$ cat src/rtl/tx_word_src_if.sv
// Transmit-word source bus: control/pattern inputs and the word output.
interface tx_word_src_if #(
  parameter int WIDTH = 16,
  parameter int DEPTH = 16
);
  localparam int AW = $clog2(DEPTH);

  logic             en;
  logic [1:0]       mode;
  logic [WIDTH-1:0] const_word;
  logic [30:0]      prbs_seed;
  logic             reseed;
  logic             pat_wr_en;
  logic [AW-1:0]    pat_wr_addr;
  logic [WIDTH-1:0] pat_wr_data;
  logic [AW-1:0]    pat_last;
  logic             inj_err;
  logic [WIDTH-1:0] dout;
  logic             dout_valid;
  logic             err_injected;

  modport master (
    output en, mode, const_word, prbs_seed, reseed,
    output pat_wr_en, pat_wr_addr, pat_wr_data, pat_last,
    output inj_err,
    input  dout, dout_valid, err_injected
  );

  modport slave (
    input  en, mode, const_word, prbs_seed, reseed,
    input  pat_wr_en, pat_wr_addr, pat_wr_data, pat_last,
    input  inj_err,
    output dout, dout_valid, err_injected
  );
endinterface

$ cat src/rtl/tx_word_src.sv
// 16-bit transmit-word source: constant, PRBS31 (16 bits/cycle),
// pattern loop or hold, with single-shot bit-15 error injection.
module tx_word_src #(
  parameter int WIDTH = 16,
  parameter int DEPTH = 16
) (
  input logic         clk,
  input logic         rst,
  tx_word_src_if.slave bus
);
  localparam int AW = $clog2(DEPTH);

  localparam logic [1:0] M_CONST = 2'd0;
  localparam logic [1:0] M_PRBS  = 2'd1;
  localparam logic [1:0] M_PAT   = 2'd2;
  localparam logic [1:0] M_HOLD  = 2'd3;

  typedef enum logic [1:0] {
    SEED,
    IDLE,
    RUN
  } state_t;

  state_t           r_state;
  logic [30:0]      r_lfsr;
  logic [AW-1:0]    r_ptr;
  logic [1:0]       r_pmode;
  logic [WIDTH-1:0] r_word;
  logic [WIDTH-1:0] r_dout;
  logic             r_valid;
  logic             r_err;
  logic             r_inj_q;
  logic             r_pend;
  logic [WIDTH-1:0] r_mem [DEPTH];

  logic [30:0]      w_seed;
  logic [30:0]      w_lfsr_nxt;
  logic [WIDTH-1:0] w_prbs;
  logic [AW-1:0]    w_rd_ptr;
  logic [AW-1:0]    w_ptr_nxt;
  logic [WIDTH-1:0] w_word;
  logic [WIDTH-1:0] w_flip;
  logic             w_emit;
  logic             w_rise;

  // An all-zero seed would lock the LFSR, so it maps to all ones.
  always_comb begin
    w_seed = bus.prbs_seed;
    if (bus.prbs_seed == 31'd0) begin
      w_seed = '1;
    end
  end

  always_comb begin
    logic b;
    w_lfsr_nxt = r_lfsr;
    w_prbs     = '0;
    for (int i = 0; i < 16; i++) begin
      b              = w_lfsr_nxt[30] ^ w_lfsr_nxt[27];
      w_prbs[15-i]   = b;
      w_lfsr_nxt     = {w_lfsr_nxt[29:0], b};
    end
  end

  // Entering the loop from another mode restarts at word 0.
  always_comb begin
    w_rd_ptr = '0;
    if (r_pmode == M_PAT) begin
      w_rd_ptr = r_ptr;
    end
    w_ptr_nxt = w_rd_ptr + 1'b1;
    if (w_rd_ptr >= bus.pat_last) begin
      w_ptr_nxt = '0;
    end
  end

  always_comb begin
    w_word = r_word;
    unique case (bus.mode)
      M_CONST: w_word = bus.const_word;
      M_PRBS:  w_word = w_prbs;
      M_PAT:   w_word = r_mem[w_rd_ptr];
      M_HOLD:  w_word = r_word;
    endcase
  end

  assign w_emit = (r_state != SEED) && bus.en;
  assign w_rise = bus.inj_err && !r_inj_q;
  assign w_flip = {r_pend, {(WIDTH-1){1'b0}}};

  always_ff @(posedge clk) begin
    if (rst) begin
      for (int i = 0; i < DEPTH; i++) begin
        r_mem[i] <= '0;
      end
    end else if (bus.pat_wr_en) begin
      r_mem[bus.pat_wr_addr] <= bus.pat_wr_data;
    end
  end

  always_ff @(posedge clk) begin
    if (rst) begin
      r_state <= SEED;
      r_lfsr  <= '1;
      r_ptr   <= '0;
      r_pmode <= M_CONST;
      r_word  <= '0;
      r_dout  <= '0;
      r_valid <= 1'b0;
      r_err   <= 1'b0;
      r_inj_q <= 1'b0;
      r_pend  <= 1'b0;
    end else begin
      r_inj_q <= bus.inj_err;
      r_err   <= 1'b0;
      if (bus.reseed) begin
        r_state <= SEED;
        r_valid <= 1'b0;
        r_pend  <= 1'b0;
      end else begin
        unique case (r_state)
          SEED: begin
            r_lfsr  <= w_seed;
            r_ptr   <= '0;
            r_valid <= 1'b0;
            r_state <= IDLE;
          end
          IDLE, RUN: begin
            if (bus.en) begin
              r_state <= RUN;
              r_word  <= w_word;
              r_dout  <= w_word ^ w_flip;
              r_valid <= 1'b1;
              r_err   <= r_pend;
              r_pmode <= bus.mode;
              if (bus.mode == M_PRBS) begin
                r_lfsr <= w_lfsr_nxt;
              end
              if (bus.mode == M_PAT) begin
                r_ptr <= w_ptr_nxt;
              end
            end else begin
              r_state <= IDLE;
              r_valid <= 1'b0;
            end
          end
          default: r_state <= SEED;
        endcase
        // A second edge while pending merges into the same injection.
        if (w_emit && r_pend) begin
          r_pend <= 1'b0;
        end else if (w_rise) begin
          r_pend <= 1'b1;
        end
      end
    end
  end

  assign bus.dout         = r_dout;
  assign bus.dout_valid   = r_valid;
  assign bus.err_injected = r_err;
endmodule

$ cat src/flat_wrapper.sv
// flat-port wrapper written by rule: the top's interface ports become plain ports
module tx_word_src_flat 
#(
  parameter int WIDTH = 16,
  parameter int DEPTH = 16
)
  (clk, rst, bus_en, bus_mode, bus_const_word, bus_prbs_seed, bus_reseed, bus_pat_wr_en, bus_pat_wr_addr, bus_pat_wr_data, bus_pat_last, bus_inj_err, bus_dout, bus_dout_valid, bus_err_injected);
  tx_word_src_if #(.WIDTH(WIDTH), .DEPTH(DEPTH)) bus_i ();
  input logic clk;
  input logic rst;
  input wire logic [$bits(bus_i.en)-1:0] bus_en;
  input wire logic [$bits(bus_i.mode)-1:0] bus_mode;
  input wire logic [$bits(bus_i.const_word)-1:0] bus_const_word;
  input wire logic [$bits(bus_i.prbs_seed)-1:0] bus_prbs_seed;
  input wire logic [$bits(bus_i.reseed)-1:0] bus_reseed;
  input wire logic [$bits(bus_i.pat_wr_en)-1:0] bus_pat_wr_en;
  input wire logic [$bits(bus_i.pat_wr_addr)-1:0] bus_pat_wr_addr;
  input wire logic [$bits(bus_i.pat_wr_data)-1:0] bus_pat_wr_data;
  input wire logic [$bits(bus_i.pat_last)-1:0] bus_pat_last;
  input wire logic [$bits(bus_i.inj_err)-1:0] bus_inj_err;
  output wire logic [$bits(bus_i.dout)-1:0] bus_dout;
  output wire logic [$bits(bus_i.dout_valid)-1:0] bus_dout_valid;
  output wire logic [$bits(bus_i.err_injected)-1:0] bus_err_injected;
  assign bus_i.en = bus_en;
  assign bus_i.mode = bus_mode;
  assign bus_i.const_word = bus_const_word;
  assign bus_i.prbs_seed = bus_prbs_seed;
  assign bus_i.reseed = bus_reseed;
  assign bus_i.pat_wr_en = bus_pat_wr_en;
  assign bus_i.pat_wr_addr = bus_pat_wr_addr;
  assign bus_i.pat_wr_data = bus_pat_wr_data;
  assign bus_i.pat_last = bus_pat_last;
  assign bus_i.inj_err = bus_inj_err;
  assign bus_dout = bus_i.dout;
  assign bus_dout_valid = bus_i.dout_valid;
  assign bus_err_injected = bus_i.err_injected;
  tx_word_src #(.WIDTH(WIDTH), .DEPTH(DEPTH)) u_core (.clk(clk), .rst(rst), .bus(bus_i));
endmodule
$ cat config.mk
export PLATFORM = sky130hd
export DESIGN_NAME = tx_word_src_flat
export DESIGN_NICKNAME = d
export VERILOG_FILES = /design/src/rtl/tx_word_src_if.sv /design/src/rtl/tx_word_src.sv /design/src/flat_wrapper.sv
export SDC_FILE = /design/constraint.sdc
export NUM_CORES = 1
export LEC_CHECK = 0
export BUFFER_PORTS_ARGS = -buffer_cell sky130_fd_sc_hd__buf_2
export CORE_MARGIN = 5
export CORE_UTILIZATION = 50
export DETAILED_ROUTE_END_ITERATION = 8
export PLACE_DENSITY_LB_ADDON = 0.2
export SLEW_MARGIN = 20
export SYNTH_ARGS = -nofsm -noshare
export SYNTH_HDL_FRONTEND = slang
export SYNTH_SLANG_ARGS = --single-unit
$ cat constraint.sdc
create_clock -name clk -period 4.05 [get_ports clk]
set_clock_uncertainty 0.2 [all_clocks]
set_input_delay 0.81 -clock clk [delete_from_list [all_inputs] [get_ports clk]]
set_output_delay 0.81 -clock clk [all_outputs]
set_load 0.02 [all_outputs]
==> results.yml, run 1 <==
clock_network:
  cts_tree: "built"
  clkTransAtPathRegs_ps: 60
  clock_latency_ps: 520
  h-tree-depth: 2
  cts_setup_buffers: 0
  cts.repair.resized: 0
  cts_sinks: 316
  cts_buffer_depth: 3
  holdBufCountCts: 0
  numCtsBuffers: 36
  cts_root_buffer: "clkbuf_16"
yosys:
  synth_top_family_by_area: "simple AND/OR/NAND/NOR gates"
  postSynthAreaPerCell_um2: 11.1
  synth_top_cell_by_area: "edfxtp_1"
  synth_xor_area_frac: 0.00957
  synth_simple_gate_area_frac: 0.189
  synth_top_area_frac: 0.494
  syn_nets: 1482
  seq_area_frac_synth: 0.571
  synth_edf_count: 256
  ys.flop_type: "edfxtp_1"
  async_reset_ff_frac: 0
  synth_compound_gate_area_share: 0.147
  yosysWarnings: 0
  yosys-mux-area-fraction: 0.0319
  synth_area_leaders: "edfxtp_1 49%, and2_1 10%, dfxtp_1 7.7%"
  synth-seq-cells: 316
  synthAdderAreaFrac: 0.00482
  syn_inst: 1397
  ys_types: 66
  syn_area_um2: 15600
worst_setup_path:
  r2r_start: "u_core.r_pmode[0]$_SDFFE_PP0P_"
  cp_max_fo: 20
  worst_r2r_path_depth: 8
  reg2reg_slack_ps: 780
  path_cells: "and2b_4, nand2_1, inv_1, ha_1, or4_1, nor2_1, and2_1, a22o_1"
  crit_type: "reg -> reg"
  worstSetupEndpointType: "flip-flop"
  crit_required_ps: 4300
  r2r-end: "u_core.r_ptr[0]$_SDFFE_PP0P_"
  crit_slowest_cell: "dfxtp_1"
  critical_path_arrival_ps: 3520
  critPathMaxStageDelay_ps: 520
  cp-start-kind: "flip-flop"
timing:
  setup_tns_ps: 0
  period_share: 0.808
  worst_pin_slew_ps: 964
  drv_slew: 0
  relSlewSlack: 0.356
  final-hold-violation-count: 0
  setup_viol: 0
  rsz0062_at_grt: "no"
  clock.fmax_mhz: 306
  post-route-min-period_ps: 3270
placement:
  place_congestion: 0.908
  port_buffers: 96
  dpl.hpwl_mm: 29.4
routing:
  ant_nets: 0
  wirelength_mm: 44.4
  avgRoutedWirePerCell_um: 24.0
  via_count: 11341
  via_per_inst: 6.11
  drc: 0
  dr.pass1.iters: 8
  drt_iter0_drc: 1356
run:
  drv_cap: 0
grt:
  antenna_found_initial: 1
  grt_use_total: 0.247
  grt_pass1_vias: 10892
  grt_pass1_wl_mm: 67.2
  grt_max_degree: 60
  grt-ovfl-total: 0
pwr:
  power.internal_w: 0.00557
  p_comb_frac: 0.079
  p_per_area_nw_per_um2: 426
  power_frac_seq: 0.516
  power.leakage_nw: 6.25
  p_total_w: 0.00732
  sw_frac_of_total: 0.239
  clkPwrFrac: 0.405
  ir_drop_uv: 229
  p_sw_w: 0.00175
min_path:
  worstHoldPathCells: 1
  min_from: "u_core.r_lfsr[6]$_SDFFE_PP1P_"
  hp-class: "reg -> reg"
  holdPathEnd: "u_core.r_lfsr[6]$_SDFFE_PP1P_"
floorplanning:
  initial_core_util: 0.507
  die_w_um: 186
  rows: 64
  dieArea_um2: 34800
  dieHeight_um: 186
  core-area_um2: 30700
  io_pins: 97
layout:
  drive_gt1_frac: 0.148
  synthToLayoutAreaGrowth_pct: 10.4
  utilization: 0.560
  diodes: 0
  final_nets: 1519
run_status:
  status: "finished clean"
[critical path: cells and delay by family (launching register included)]
kind	cells	cell delay, ps
AOI/OAI and AO/OA	1	150
adders and majority gates	1	310
buffers and inverters	1	410
DFF	1	520
and+or+nand+nor	5	1600
[worst max-delay path by stage]
stage	from	end	slack, ps	cells past startpoint
2_1_floorplan	rst	u_core.r_mem[4][0]$_SDFFCE_PN0P_	1620	4
3_3_place_gp	u_core.r_pmode[0]$_SDFFE_PP0P_	u_core.r_ptr[0]$_SDFFE_PP0P_	890	8
3_5_place_dp	u_core.r_pmode[0]$_SDFFE_PP0P_	u_core.r_ptr[0]$_SDFFE_PP0P_	880	8
4_1_cts	u_core.r_pmode[0]$_SDFFE_PP0P_	u_core.r_ptr[0]$_SDFFE_PP0P_	820	8
5_1_grt	u_core.r_pmode[0]$_SDFFE_PP0P_	u_core.r_ptr[0]$_SDFFE_PP0P_	590	8
6_report	u_core.r_pmode[0]$_SDFFE_PP0P_	u_core.r_ptr[0]$_SDFFE_PP0P_	780	8
[placed cells by master, fill, tap and decap left out, types with 5 or more instances in the layout]
| cell type | synthesis | routed |
|---|---|---|
| a211o_1 | 29 | 29 |
| a211oi_1 | 24 | 24 |
| a21o_1 | 14 | 14 |
| a21oi_1 | 55 | 55 |
| a221oi_1 | 15 | 15 |
| a222oi_1 | 12 | 12 |
| a22oi_1 | 6 | 6 |
| a31oi_1 | 15 | 15 |
| and2_1 | 261 | 261 |
| and3_1 | 6 | 6 |
| buf_2 | 29 | 96 |
| buf_4 | 25 | 31 |
| clkbuf_1 | 65 | 12 |
| clkbuf_16 | 0 | 37 |
| clkinv_1 | 1 | 8 |
| dfxtp_1 | 60 | 58 |
| edfxtp_1 | 256 | 256 |
| ha_1 | 6 | 6 |
| inv_1 | 19 | 19 |
| mux2_2 | 7 | 7 |
| mux2i_1 | 35 | 35 |
| nand2_1 | 74 | 74 |
| nand2b_1 | 9 | 9 |
| nand3_1 | 5 | 5 |
| nand3b_1 | 10 | 10 |
| nor2_1 | 107 | 107 |
| nor3_1 | 15 | 15 |
| nor4_1 | 8 | 8 |
| o211ai_1 | 25 | 25 |
| o21ai_0 | 49 | 49 |
| o221a_2 | 7 | 7 |
| o221ai_1 | 10 | 10 |
| o22a_1 | 5 | 5 |
| o22ai_1 | 26 | 26 |
| o32ai_1 | 5 | 5 |
| or2_2 | 17 | 17 |
| xnor2_1 | 11 | 11 |
| xor2_1 | 6 | 6 |
[flip-flops by register name, indices dropped and copies added (netlist names)]
signal,count
u_core.r_mem,256
u_core.r_lfsr,31
u_core.r_word,16
u_core.r_ptr,4
u_core.r_pmode,2
u_core.r_state,2
u_core.bus.dout,1
u_core.bus.dout_valid,1
u_core.bus.err_injected,1
u_core.r_inj_q,1
u_core.r_pend,1
[logic make-up (layout without fill, tap and decap cells)]
kind of cell / Yosys count / in the layout
mux: 45 / 45
compound gates: 325 / 325
buf+inv: 151 / 213
simple gates: 537 / 537
flops: 316 / 316
fa+ha+maj: 6 / 6
xor+xnor: 17 / 17
[routing by layer]
layer  share of wire  GRT usage  vias up
met1            0.43      0.347     5516
met4           0.035     0.0875        2
met5         0.00029          0        -
met2            0.45      0.385      550
met3           0.083     0.0486       97
li1                -          -     5176
[synthesized netlist by cell type (9+ instances only)]
cell type and count:
and2_1 261, nand2_1 74, nand2b_1 9, nor3_1 15
buf_2 29, o21ai_0 49, dfxtp_1 60, a211o_1 29
xnor2_1 11, o211ai_1 25, inv_1 19, clkbuf_1 65
nor2_1 107, a221oi_1 15, a211oi_1 24, or2_2 17
o221ai_1 10, a31oi_1 15, a21oi_1 55, nand3b_1 10
a222oi_1 12, a21o_1 14, mux2i_1 35, o22ai_1 26
buf_4 25, edfxtp_1 256
[through the flow]
step                setup slack (ps)  hold slack [ps]  cell area (um2)  cells
floorplan                       1620              236            15600   1397
finish                           780              268            17200   1855
global placement                 888              249            16100   1792
CTS                              820              271            17200   1855
detailed placement               881              255            16100   1792
global route                     594              285            17200   1855
[cell type report]
| cell class | count | area [um2] |
|---|---|---|
| fill | 2625 | 13500 |
| inverter | 23 | 86.3 |
| sequential | 316 | 8890 |
| multi-input combinational | 930 | 5940 |
| clock buffer | 49 | 971 |
| tap | 396 | 495 |
| timing repair buffer | 127 | 713 |
| clock inverter | 14 | 76.3 |
[power by group through the flow]
stage          sequential [W]  clock (W)  combinational [W]
3_3_place_gp          0.00384          0           0.000564
6_report              0.00378    0.00297           0.000578
3_5_place_dp          0.00385          0           0.000572
5_1_grt               0.00380    0.00313           0.000623
2_1_floorplan         0.00381          0           0.000360
4_1_cts               0.00378    0.00300           0.000575
Power figures use the tool's default switching activity.
==> inputs of run 2 (changes only) <==
==> constraint.sdc (replaced) <==
create_clock -name clk -period 3.2 [get_ports clk]
set_clock_uncertainty 0.2 [all_clocks]
set_input_delay 0.64 -clock clk [delete_from_list [all_inputs] [get_ports clk]]
set_output_delay 0.64 -clock clk [all_outputs]
set_load 0.02 [all_outputs]
==> results.yml, run 2 (synthesized netlist as in run 1, its figures left out) <==
clock_network:
  cts_setup_buffers: 0
  cts.repair.resized: 0
  cts_root_buffer: "clkbuf_16"
  h-tree-depth: 2
  cts_sinks: 316
  cts_buffer_depth: 3
  numCtsBuffers: 36
  clkTransAtPathRegs_ps: 60
  clock_latency_ps: 520
  holdBufCountCts: 0
  cts_tree: "built"
grt:
  grt_use_total: 0.241
  antenna_found_initial: 1
  top_usage_layer: "met2"
  grt-ovfl-total: 0
  grt_pass1_vias: 10924
  grt_use_met3: 0.0471
  grt_max_degree: 57
  use_met1: 0.340
  grt_pass1_wl_mm: 66.3
  use_met2: 0.386
pwr:
  power_frac_seq: 0.499
  sw_frac_of_total: 0.230
  ir_drop_uv: 401
  p_per_area_nw_per_um2: 549
  power.leakage_nw: 6.38
  p_comb_frac: 0.079
  p_sw_w: 0.00220
  power.internal_w: 0.00738
  clkPwrFrac: 0.423
routing:
  wirelength_mm: 43.3
  drt_iter0_drc: 1151
  via_per_inst: 6.02
  dr.pass1.iters: 9
  ant_nets: 0
  via_count: 11269
  drc: 0
  avgRoutedWirePerCell_um: 23.1
layout:
  final_cell_mix: "261 x and2_1, 256 x edfxtp_1, 107 x nor2_1"
  regArea_um2: 8890
  largest_register: "u_core.r_mem"
  utilization: 0.569
  top_regs: "u_core.r_mem: 256 flops, u_core.r_lfsr: 31 flops, u_core.r_word: 16 flops"
  multi_input_area_um2: 5940
  drive_gt1_frac: 0.159
  layout_commonest_cell: "and2_1"
  largest_reg_flops: 256
  final_nets: 1533
  synthToLayoutAreaGrowth_pct: 12.1
  num-fill-cells: 2613
  fin_area_um2: 17400
timing:
  hold_ws_ps: 159
  drv_slew: 0
  setup_tns_ps: 0
  rsz0062_at_grt: "no"
  setup_viol: 0
  clock.fmax_mhz: 367
  post-route-min-period_ps: 2720
  period_share: 0.851
  final-hold-violation-count: 0
  relSlewSlack: 0.485
  worst_pin_slew_ps: 767
floorplanning:
  io_pins: 97
  core-area_um2: 30700
  rows: 64
  dieHeight_um: 186
  dieArea_um2: 34800
  initial_core_util: 0.507
  die_w_um: 186
min_path:
  min_from: "bus_inj_err"
  hp-class: "in -> reg"
  worstHoldPathCells: 2
  holdPathEnd: "u_core.r_inj_q$_SDFF_PP0_"
placement:
  place_congestion: 0.945
  port_buffers: 96
  postPlaceCellArea_um2: 16300
  dpl.hpwl_mm: 29.1
worst_setup_path:
  r2r_start: "u_core.r_pmode[0]$_SDFFE_PP0P_"
  crit_required_ps: 3420
  crit_slowest_cell: "inv_2"
  path_cells: "nand3b_4, inv_2, o311ai_1, a2bb2oi_1, mux2i_1, a211oi_1, nor3_1"
  critical_path_arrival_ps: 2950
  cp_max_fo: 38
  critPathMaxStageDelay_ps: 640
  r2r-end: "u_core.r_word[15]$_SDFFE_PP0P_"
  cp-start-kind: "flip-flop"
  crit_type: "reg -> reg"
  startpoint: "u_core.r_pmode[0]$_SDFFE_PP0P_"
  worstSetupEndpointType: "flip-flop"
  reg2reg_slack_ps: 480
  worst_r2r_path_depth: 7
run_status:
  status: "finished clean"
run:
  drv_cap: 0
run 2: cell types whose count changed in the layout (fill, tap and decap cells not counted), moves of 2 or more:
cell        delta
clkbuf_8       +3
buf_12         +4
clkinvlp_4     +2
bufinv_16      +3
clkbuf_1       -2
buf_4         +10
run 2: area by class of cell:
cell class,instances,share of cell area
flip-flops and latches,316,0.510
multi-input cells,930,0.341
clock buffers,50,0.0576
repair buffers,141,0.0498
well taps,396,0.0284
clock inverters,15,0.00889
inverters,23,0.00495
diodes,1,0.000143
run 2: power by group through the flow:
stage | clock network, W | registers (W) | logic (W)
global route | 0.00428 | 0.00480 | 0.000811
floorplan | 0 | 0.00482 | 0.000456
detailed placement | 0 | 0.00486 | 0.000747
CTS | 0.00411 | 0.00478 | 0.000751
global placement | 0 | 0.00485 | 0.000739
finish | 0.00405 | 0.00478 | 0.000752
run 2: critical path, delay by kind of cell (launching register included):
| family | cells | cell delay [ps] |
|---|---|---|
| multiplexers | 1 | 350 |
| AO/OA/AOI/OAI | 3 | 540 |
| flip-flops | 1 | 390 |
| buffers and inverters | 1 | 640 |
| AND/OR/NAND/NOR | 2 | 520 |
run 2: stage by stage:
step                setup WS (ps)  std cells  power [W]
floorplan                     927       1397    0.00528
global placement              589       1806    0.00559
detailed placement            523       1806    0.00561
CTS                           506       1871    0.00963
global route                  307       1871    0.00989
finish                        476       1872    0.00958
run 2: metal layers:
| metal | up-vias | routed length, um |
|---|---|---|
| met2 | 468 | 20100 |
| met4 | 0 | 1120 |
| met3 | 64 | 3540 |
| met1 | 5535 | 18600 |
| met5 | - | 0 |
| li1 | 5202 | - |
run 2: worst max path at each step:
stage                                      to  cells past startpoint
5_1_grt        u_core.r_word[15]$_SDFFE_PP0P_                      7
6_report       u_core.r_word[15]$_SDFFE_PP0P_                      7
4_1_cts        u_core.r_word[15]$_SDFFE_PP0P_                      7
2_1_floorplan    u_core.r_ptr[1]$_SDFFE_PP0P_                      9
3_5_place_dp   u_core.r_word[15]$_SDFFE_PP0P_                      7
3_3_place_gp    u_core.r_word[7]$_SDFFE_PP0P_                      7
